--- src/rtl/pop_scheduler.sv ---
// Weighted round-robin pop scheduler for the four output FIFOs S0..S3.
// Issues at most one one-hot pop per cycle; almost-full FIFOs override the normal rotation.
module pop_scheduler #(
    parameter int WEIGHT_W = 2,
    parameter int COUNT_W  = 8
) (
    input  logic                  clk,
    input  logic                  reset,
    input  logic                  init,
    input  logic [4*WEIGHT_W-1:0] weight_cfg,
    input  logic [3:0]            fifo_empty,
    input  logic [3:0]            fifo_almost_full,
    input  logic [3:0]            sink_ready,
    output logic [3:0]            pop,
    output logic                  pop_valid,
    output logic [1:0]            grant_idx,
    output logic [1:0]            state,
    output logic [COUNT_W-1:0]    grant_count
);

    localparam int BURST_W = WEIGHT_W + 1;

    typedef enum logic [1:0] {
        ST_RESET  = 2'd0,
        ST_INIT   = 2'd1,
        ST_IDLE   = 2'd2,
        ST_ACTIVE = 2'd3
    } state_t;

    state_t                r_state;
    state_t                w_state_nxt;
    logic [4*WEIGHT_W-1:0] r_weight;
    logic [1:0]            r_ptr;
    logic [BURST_W-1:0]    r_burst;
    logic [COUNT_W-1:0]    r_count;

    logic [3:0]            w_elig;
    logic [3:0]            w_urg;
    logic                  w_pop_en;
    logic [WEIGHT_W-1:0]   w_cur_weight;
    logic [2:0]            w_urg_sel;
    logic [2:0]            w_elig_sel;
    logic                  w_grant;
    logic [1:0]            w_gidx;
    logic                  w_restart;

    // Returns {found, index} of the first request scanning ptr+1, ptr+2, ptr+3, ptr.
    function automatic logic [2:0] rr_pick(input logic [3:0] req, input logic [1:0] ptr);
        logic [2:0] res;
        logic [1:0] idx;
        res = 3'b000;
        for (int k = 4; k >= 1; k--) begin
            idx = ptr + 2'(k);
            if (req[idx]) begin
                res = {1'b1, idx};
            end
        end
        return res;
    endfunction

    assign w_elig       = ~fifo_empty & sink_ready;
    assign w_urg        = w_elig & fifo_almost_full;
    assign w_pop_en     = ((r_state == ST_IDLE) || (r_state == ST_ACTIVE)) && !init;
    assign w_cur_weight = r_weight[r_ptr*WEIGHT_W +: WEIGHT_W];
    assign w_urg_sel    = rr_pick(w_urg, r_ptr);
    assign w_elig_sel   = rr_pick(w_elig, r_ptr);

    always_comb begin
        w_grant   = 1'b0;
        w_gidx    = 2'd0;
        w_restart = 1'b0;
        if (w_pop_en) begin
            if (w_urg_sel[2]) begin
                w_grant = 1'b1;
                w_gidx  = w_urg_sel[1:0];
            end else if (w_elig[r_ptr] && (r_burst <= BURST_W'(w_cur_weight))) begin
                w_grant = 1'b1;
                w_gidx  = r_ptr;
            end else if (w_elig_sel[2]) begin
                w_grant   = 1'b1;
                w_gidx    = w_elig_sel[1:0];
                // Falling through to the owner means it is the only one left: new burst.
                w_restart = (w_elig_sel[1:0] == r_ptr);
            end
        end
    end

    assign pop         = w_grant ? (4'b0001 << w_gidx) : 4'b0000;
    assign pop_valid   = w_grant;
    assign grant_idx   = w_gidx;
    assign state       = r_state;
    assign grant_count = r_count;

    always_comb begin
        w_state_nxt = r_state;
        case (r_state)
            ST_RESET:  w_state_nxt = ST_INIT;
            ST_INIT:   w_state_nxt = init ? ST_INIT : ST_IDLE;
            default:   w_state_nxt = init ? ST_INIT : (w_grant ? ST_ACTIVE : ST_IDLE);
        endcase
    end

    always_ff @(posedge clk) begin
        if (reset) begin
            r_state <= ST_RESET;
        end else begin
            r_state <= w_state_nxt;
        end
    end

    always_ff @(posedge clk) begin
        if (reset) begin
            r_weight <= '0;
            r_ptr    <= 2'd3;
            r_burst  <= '1;
            r_count  <= '0;
        end else begin
            if ((r_state == ST_INIT) && init) begin
                r_weight <= weight_cfg;
            end
            if (w_grant) begin
                r_count <= r_count + 1'b1;
                if ((w_gidx != r_ptr) || w_restart) begin
                    r_ptr   <= w_gidx;
                    r_burst <= BURST_W'(1);
                end else if (r_burst != '1) begin
                    r_burst <= r_burst + 1'b1;
                end
            end
        end
    end

endmodule
--- config.mk ---
export PLATFORM = sky130hd
export DESIGN_NAME = pop_scheduler
export DESIGN_NICKNAME = d
export VERILOG_FILES = /design/src/rtl/pop_scheduler.sv
export SDC_FILE = /design/constraint.sdc
export NUM_CORES = 1
export LEC_CHECK = 0
export CORE_ASPECT_RATIO = 0.8
export CORE_MARGIN = 4
export CORE_UTILIZATION = 49
export CTS_CLUSTER_SIZE = 30
export DETAILED_ROUTE_END_ITERATION = 8
export PLACE_DENSITY = 0.9
export SLEW_MARGIN = 20
export SYNTH_ARGS = -nofsm -noshare
export SYNTH_HDL_FRONTEND = slang
export SYNTH_SLANG_ARGS = --single-unit
--- constraint.sdc ---
create_clock -name clk -period 5.75 [get_ports clk]
set_clock_uncertainty 0.15 [all_clocks]
set_input_delay 1.4375 -clock clk [delete_from_list [all_inputs] [get_ports clk]]
set_output_delay 1.4375 -clock clk [all_outputs]
set_load 0.02 [all_outputs]
==> reports/qor.yml, run 1 <==
tritoncts.num_buffers: 3
first_pass_grt_wire_length_um: 6980
timing.max_cap.violations: 0
detail_route.wirelength_um: 4050
result_of_the_run: "completed"
synth_seq_cells: 23
synthArstFlopShare: 0
timing.critical_path.required_ns: 4.16
worst_setup_hold_path_clk_slew_ns: 0.08
clock_latency_ns: 0.26
gp_congestion: 0.911
die_area_um2: 4290
initial_core_util: 0.517
globalRoute.totalOverflow: 0
static-leakage-power_nw: 0.956
crit_arrival_ns: 3.97
syn-cell-area_um2: 1620
pwr_density_cell_nw_per_um2: 165
drc: 0
timing.slew.headroom: 0.495
dr_vias: 1692
fillerInstances: 235
drv_slew: 0
synth_cell_types: 53
number_of_global_route_vias_before_repair: 1548
hold_path.class: "reg -> reg"
synthTopCellsByArea: "sky130_fd_sc_hd__dfxtp_1 28%, sky130_fd_sc_hd__mux2i_1 6.8%, sky130_fd_sc_hd__nor2_1 5.3%"
post-place-cells: 275
layout.cells.non_filler: 280
tritoncts: "built"
cts_hold_repair.buffers: 0
fmax_ghz: 0.180
final_layout_size_suffix_gt1_frac: 0.100
netlist.top_cell.by_area: "sky130_fd_sc_hd__dfxtp_1"
crit_fanout: 4
drt-vias-per-instance: 6.04
worst-r2r-setup-slack_ns: 2.80
final_net_count: 269
grt_max_degree: 23
dpl.hpwl_um: 3170
drtAntennaViolNets: 0
setup.worst_path.start_class: "input port"
die_y_um: 59.4
n_antenna_cell: 0
layout_commonest_cell: "sky130_fd_sc_hd__clkdlybuf4s50_1"
criticalPathCategory: "in -> out"
hold_viol_final: 0
critPathCaptureType: "output port"
fin_crit_ns: 5.56
detailedRoute.firstIterationViolations: 109
grt_setup_unrepaired: "no"
rows: 18
ctsRootBufferMaster: "sky130_fd_sc_hd__clkbuf_8"
coreArea_um2: 3130
first_pass_iters: 4
dpl_worst_slack_ns: 0.0891
synth_top_area_frac: 0.284
syn2layout_area_growth_pct: 33.0
die_x_um: 72.3
syn-instance-count: 195
syn-mean-instance-area_um2: 8.30
routed_wire_length_per_instance_um: 14.5
finalCoreUtilization: 0.688
ir_drop_mv: 0.170
layout_common_cells: "36 x sky130_fd_sc_hd__clkdlybuf4s50_1, 23 x sky130_fd_sc_hd__nor2_1, 23 x sky130_fd_sc_hd__dfxtp_1, 13 x sky130_fd_sc_hd__nand2_1"
mappedNetlistNets: 223
clock_tree.buffer_depth: 2
portBuffers: 39
report.final.setup_viol: 0
pin_count: 40
clkSinkCount: 23
synth_seq_area_share: 0.284
worst_slew_pin_slew_ns: 0.754
grt_antenna_before_repair: 0
yosys_warnings: 0
final.setup.worst_slack_ns: 0.189
number_of_synthesized_flops_with_an_enable_pin: 0
clock_tree.htree_level_count: 1
timing.setup.tns_ns: 0
min_period_over_period: 0.967
synthFlopType: "sky130_fd_sc_hd__dfxtp_1"
globalRouteTotalUtil: 0.200
critical path: stages:
cell and delay (ns):
sky130_fd_sc_hd__clkdlybuf4s50_1 0.42, sky130_fd_sc_hd__nand2b_1 0.19, sky130_fd_sc_hd__mux4_2 0.51, sky130_fd_sc_hd__nor3_4 0.25
sky130_fd_sc_hd__mux2i_1 0.22, sky130_fd_sc_hd__o211ai_1 0.20, sky130_fd_sc_hd__nor2_1 0.13, sky130_fd_sc_hd__clkdlybuf4s50_1 0.61
power breakdown:
part	switching (W)	internal, W
Sequential	0.00000438	0.000164
Combinational	0.0000442	0.0000456
Clock	0.0000484	0.0000482
Total	0.0000970	0.000258
area by class of cell:
type,instances,area [um2],area share
clock buffers,3,41.3,0.0192
clock inverters,1,5.00,0.00232
inverters,7,26.3,0.0122
multi-input cells,156,1090,0.506
flip-flops and latches,23,460,0.214
well taps,40,50.0,0.0232
repair buffers,50,480,0.223
sequential cells by signal, indices dropped and copies added (netlist names):
| name | flops |
|---|---|
| grant_count | 8 |
| r_burst | 3 |
| r_ptr | 2 |
| r_weight | 8 |
| state | 2 |
synth_stat cells (2+ instances only):
| cell type | number |
|---|---|
| sky130_fd_sc_hd__and3_1 | 2 |
| sky130_fd_sc_hd__nor4_1 | 2 |
| sky130_fd_sc_hd__a2bb2oi_1 | 2 |
| sky130_fd_sc_hd__nor3_1 | 6 |
| sky130_fd_sc_hd__nand2_1 | 13 |
| sky130_fd_sc_hd__inv_2 | 3 |
| sky130_fd_sc_hd__dfxtp_1 | 23 |
| sky130_fd_sc_hd__o22ai_1 | 2 |
| sky130_fd_sc_hd__ha_1 | 5 |
| sky130_fd_sc_hd__nand2b_1 | 6 |
| sky130_fd_sc_hd__nand4_1 | 5 |
| sky130_fd_sc_hd__mux4_2 | 3 |
| sky130_fd_sc_hd__o311ai_1 | 2 |
| sky130_fd_sc_hd__nand3b_1 | 3 |
| sky130_fd_sc_hd__nand3_1 | 8 |
| sky130_fd_sc_hd__clkbuf_1 | 7 |
| sky130_fd_sc_hd__inv_1 | 4 |
| sky130_fd_sc_hd__or4_1 | 3 |
| sky130_fd_sc_hd__xnor2_1 | 2 |
| sky130_fd_sc_hd__a22oi_1 | 2 |
| sky130_fd_sc_hd__nor2_1 | 23 |
| sky130_fd_sc_hd__o21ai_0 | 5 |
| sky130_fd_sc_hd__o211ai_1 | 3 |
| sky130_fd_sc_hd__nor2b_1 | 4 |
| sky130_fd_sc_hd__mux2i_1 | 11 |
| sky130_fd_sc_hd__a21oi_1 | 7 |
| sky130_fd_sc_hd__o221ai_1 | 3 |
| sky130_fd_sc_hd__a31oi_1 | 5 |
| sky130_fd_sc_hd__and3b_1 | 2 |
| sky130_fd_sc_hd__nor3b_1 | 2 |
| sky130_fd_sc_hd__xor2_1 | 5 |
metal layers:
layer | wire [um] | up-vias | share of wire | track usage
li1 | - | 826 | - | -
met1 | 1840 | 790 | 0.45 | 0.278
met2 | 1840 | 72 | 0.45 | 0.316
met3 | 344 | 4 | 0.085 | 0.0559
met4 | 36 | 0 | 0.0089 | 0.0268
met5 | 0 | - | 0 | 0
stage by stage:
step | cell area, um2 | hold WS, ns | power, W
6_report | 2150 | 0.361 | 0.000355
5_1_grt | 2150 | 0.419 | 0.000373
4_1_cts | 2140 | 0.363 | 0.000356
3_5_place_dp | 2090 | 0.341 | 0.000260
3_3_place_gp | 2090 | 0.323 | 0.000258
2_1_floorplan | 1620 | 0.308 | 0.000225
cells by family after synthesis:
logic type	after synthesis	share of synthesized area
AND/OR/NAND/NOR	83	0.272
AO/OA/AOI/OAI	47	0.215
flip-flops	23	0.284
buffers and inverters	16	0.0425
multiplexers	14	0.110
XOR/XNOR	7	0.0379
adder cells (fa/ha/maj)	5	0.0386
final timing paths:
kind | start | cells past startpoint | to
hold reg to reg | r_weight[3]$_SDFFE_PP0P_ | 2 | r_weight[3]$_SDFFE_PP0P_
setup / recovery | fifo_empty[0] | 8 | pop[1]
hold / removal | r_weight[3]$_SDFFE_PP0P_ | 2 | r_weight[3]$_SDFFE_PP0P_
setup reg to reg | r_ptr[1]$_SDFFE_PP1P_ | 11 | r_burst[1]$_SDFFE_PP1P_
timing repair:
item | CTS | global route
setup endpoints to repair | 0 | 3
buffers inserted | 0 | 1
resized for setup | 0 | 3
hold endpoints to repair | 0 | 0
Note: power is estimated with default switching activity, not from simulation.
==> inputs of run 2 (changes only) <==
Settings changed: CORE_UTILIZATION 49 to 42, PLACE_DENSITY 0.9 to 0.81.
==> run 2 against run 1 <==
  * Maximum frequency shrank 1.3%
  * Utilization is 8.0 points lower
  * Critical path depth increased by 1
  * Worst hold slack got worse by 0.014 ns
  * Global-route usage down 3.5 points
  * Worst setup slack got worse by 0.074 ns
  * Clock power is 4% higher
  * Power rose by 1.4%
  * Largest power group unchanged
  * Highest routed layer unchanged
==> reports/qor.yml, run 2 (synthesis gave the netlist of run 1 again) <==
result_of_the_run: "completed"
drt-vias-per-instance: 5.84  # -3.4%
detail_route.wirelength_um: 4190  # +3.3%
final_net_count: 270  # +0.37%
fin_crit_ns: 5.64  # +0.0744 ns
ctsRootBufferMaster: "sky130_fd_sc_hd__clkbuf_8"
globalRouteTotalUtil: 0.165  # -0.0351
dpl.hpwl_um: 3360  # +5.9%
drtAntennaViolNets: 0  # unchanged
worst_slew_pin_slew_ns: 0.790  # +0.0355 ns
setup.worst_path.start_class: "input port"
worstReg2RegStart: "r_ptr[1]$_SDFFE_PP1P_"
timing.setup.tns_ns: 0  # unchanged
r2r.worst_path.cells: 11  # unchanged
grt_max_degree: 23  # unchanged
grt_setup_unrepaired: "no"
tritoncts: "built"
critical_path.n_buffers_inverters: 3  # +1
clock_latency_ns: 0.26  # about the same
die_y_um: 63.5  # +6.9%
path_cells: "clkdlybuf4s50_1 -> nand2b_1 -> mux4_2 -> nor3_4 -> mux2i_1 -> o211ai_1 -> inv_2 -> and2_1 -> clkdlybuf4s50_1"
report.final.setup_viol: 0  # unchanged
pwr_density_cell_nw_per_um2: 166  # +0.83%
portBuffers: 39  # unchanged
pin_count: 40  # unchanged
worst-r2r-setup-slack_ns: 2.81  # about the same
first_pass_iters: 4  # unchanged
first_pass_grt_wire_length_um: 6770  # -3.1%
globalRoute.totalOverflow: 0  # unchanged
clock_tree.htree_level_count: 1  # unchanged
finalCoreUtilization: 0.607  # -0.0805
timing.slew.headroom: 0.472  # -0.0238
layout_common_cells: "36 x sky130_fd_sc_hd__clkdlybuf4s50_1, 23 x sky130_fd_sc_hd__nor2_1, 23 x sky130_fd_sc_hd__dfxtp_1, 13 x sky130_fd_sc_hd__nand2_1, 12 x sky130_fd_sc_hd__buf_4"
cp_common_cell: "sky130_fd_sc_hd__clkdlybuf4s50_1"
ir_drop_mv: 0.192  # +13%
hold_path.class: "reg -> reg"
clock_tree.buffer_depth: 2  # unchanged
die_area_um2: 4920  # +15%
crit_fanout: 3  # -1
rows: 19  # +1
gp_congestion: 0.933  # +2.5%
min_period_over_period: 0.980  # +0.0129
timing.critical_path.required_ns: 4.16  # about the same
holdPathEnd: "r_weight[7]$_SDFFE_PP0P_"
grt_antenna_before_repair: 0  # unchanged
coreArea_um2: 3570  # +14%
drc: 0  # unchanged
worst_r2r_endpoint: "r_burst[2]$_SDFFE_PP1P_"
criticalPathCategory: "in -> out"
drv_slew: 0  # unchanged
syn2layout_area_growth_pct: 33.8
fmax_ghz: 0.177  # -1.3%
die_x_um: 77.4  # +7.1%
dr_vias: 1652  # -2.4%
hold-path-cell-count: 2  # unchanged
hold_viol_final: 0  # unchanged
static-leakage-power_nw: 0.957  # +0.11%
number_of_global_route_vias_before_repair: 1465  # -5.4%
initial_core_util: 0.454  # -0.0632
layout_commonest_cell: "sky130_fd_sc_hd__clkdlybuf4s50_1"
tritoncts.num_buffers: 3  # unchanged
path_delay_family: "buffers and inverters"
n_antenna_cell: 0  # unchanged
timing.max_cap.violations: 0  # unchanged
hold_start: "r_weight[7]$_SDFFE_PP0P_"
timing.critical_path.slowest_cell_delay_ns: 0.60  # about the same
detailedRoute.firstIterationViolations: 161  # +48%
clkSinkCount: 23  # unchanged
final_layout_size_suffix_gt1_frac: 0.104  # +0.00373
routed_wire_length_per_instance_um: 14.8  # +2.2%
cp_slowest_cell: "sky130_fd_sc_hd__clkdlybuf4s50_1"
crit_arrival_ns: 4.05  # +0.08 ns
worst_setup_hold_path_clk_slew_ns: 0.08  # about the same
critPathCaptureType: "output port"
cts_hold_repair.buffers: 0  # unchanged
run 2: report_power, final:
part	internal, W	leakage [nW]	switching, W	total (W)
sequential	0.000164	0.187	0.00000408	0.000168
clock	0.0000490	0.0217	0.0000520	0.000101
combinational	0.0000458	0.749	0.0000451	0.0000909
total	0.000259	0.957	0.000101	0.000360
run 2: how the worst max path moves through the flow:
stage	start	endpoint	slack, ns	cells after the start
floorplan	fifo_empty[3]	pop[0]	0.72	8
global placement	fifo_empty[0]	pop[0]	0.06	9
detailed placement	fifo_empty[0]	pop[1]	0.05	9
CTS	fifo_empty[0]	pop[0]	0.04	9
global route	fifo_empty[0]	pop[3]	0.008	9
finish	fifo_empty[0]	pop[3]	0.11	9
run 2: area by class of cell:
type                       instances  area (um2)
clock buffer                       3        41.3
tap                               42        52.6
multi-input combinational        156        1090
fill                             306        1400
timing repair buffer              51         488
sequential                        23         460
inverter                           7        26.3
clock inverter                     1        7.51
run 2: repair_timing:
action | in CTS | in global routing
hold endpoints to repair | 0 | 0
buffers inserted | 0 | 0
setup endpoints to repair | 0 | 3
resized for setup | 0 | 3
run 2: per-layer routing:
metal / global-route usage / share of wire / vias to the layer above
met4: 0.0356 / 0.014 / 0
met2: 0.247 / 0.43 / 69
met1: 0.229 / 0.46 / 742
li1: - / - / 833
met3: 0.0541 / 0.098 / 8
met5: 0 / 0 / -
run 2: worst register-to-register path: stages (launching register included):
cell	delay [ns]
sky130_fd_sc_hd__dfxtp_1	0.36
sky130_fd_sc_hd__mux4_2	0.50
sky130_fd_sc_hd__inv_1	0.07
sky130_fd_sc_hd__ha_1	0.23
sky130_fd_sc_hd__nor2b_1	0.13
sky130_fd_sc_hd__a2bb2oi_1	0.15
sky130_fd_sc_hd__nor3_4	0.18
sky130_fd_sc_hd__buf_4	0.16
sky130_fd_sc_hd__o311ai_1	0.14
sky130_fd_sc_hd__o2bb2ai_2	0.17
sky130_fd_sc_hd__or4_1	0.53
sky130_fd_sc_hd__nand3_1	0.09
run 2: through the flow:
stage	hold slack, ns	setup slack, ns	area [um2]	power [W]	cells
6_report	0.347	0.115	2170	0.000360	283
5_1_grt	0.369	0.00804	2170	0.000375	283
4_1_cts	0.351	0.0448	2160	0.000361	283
3_5_place_dp	0.330	0.0525	2110	0.000261	279
3_3_place_gp	0.320	0.0638	2110	0.000259	279
2_1_floorplan	0.308	0.723	1620	0.000225	195
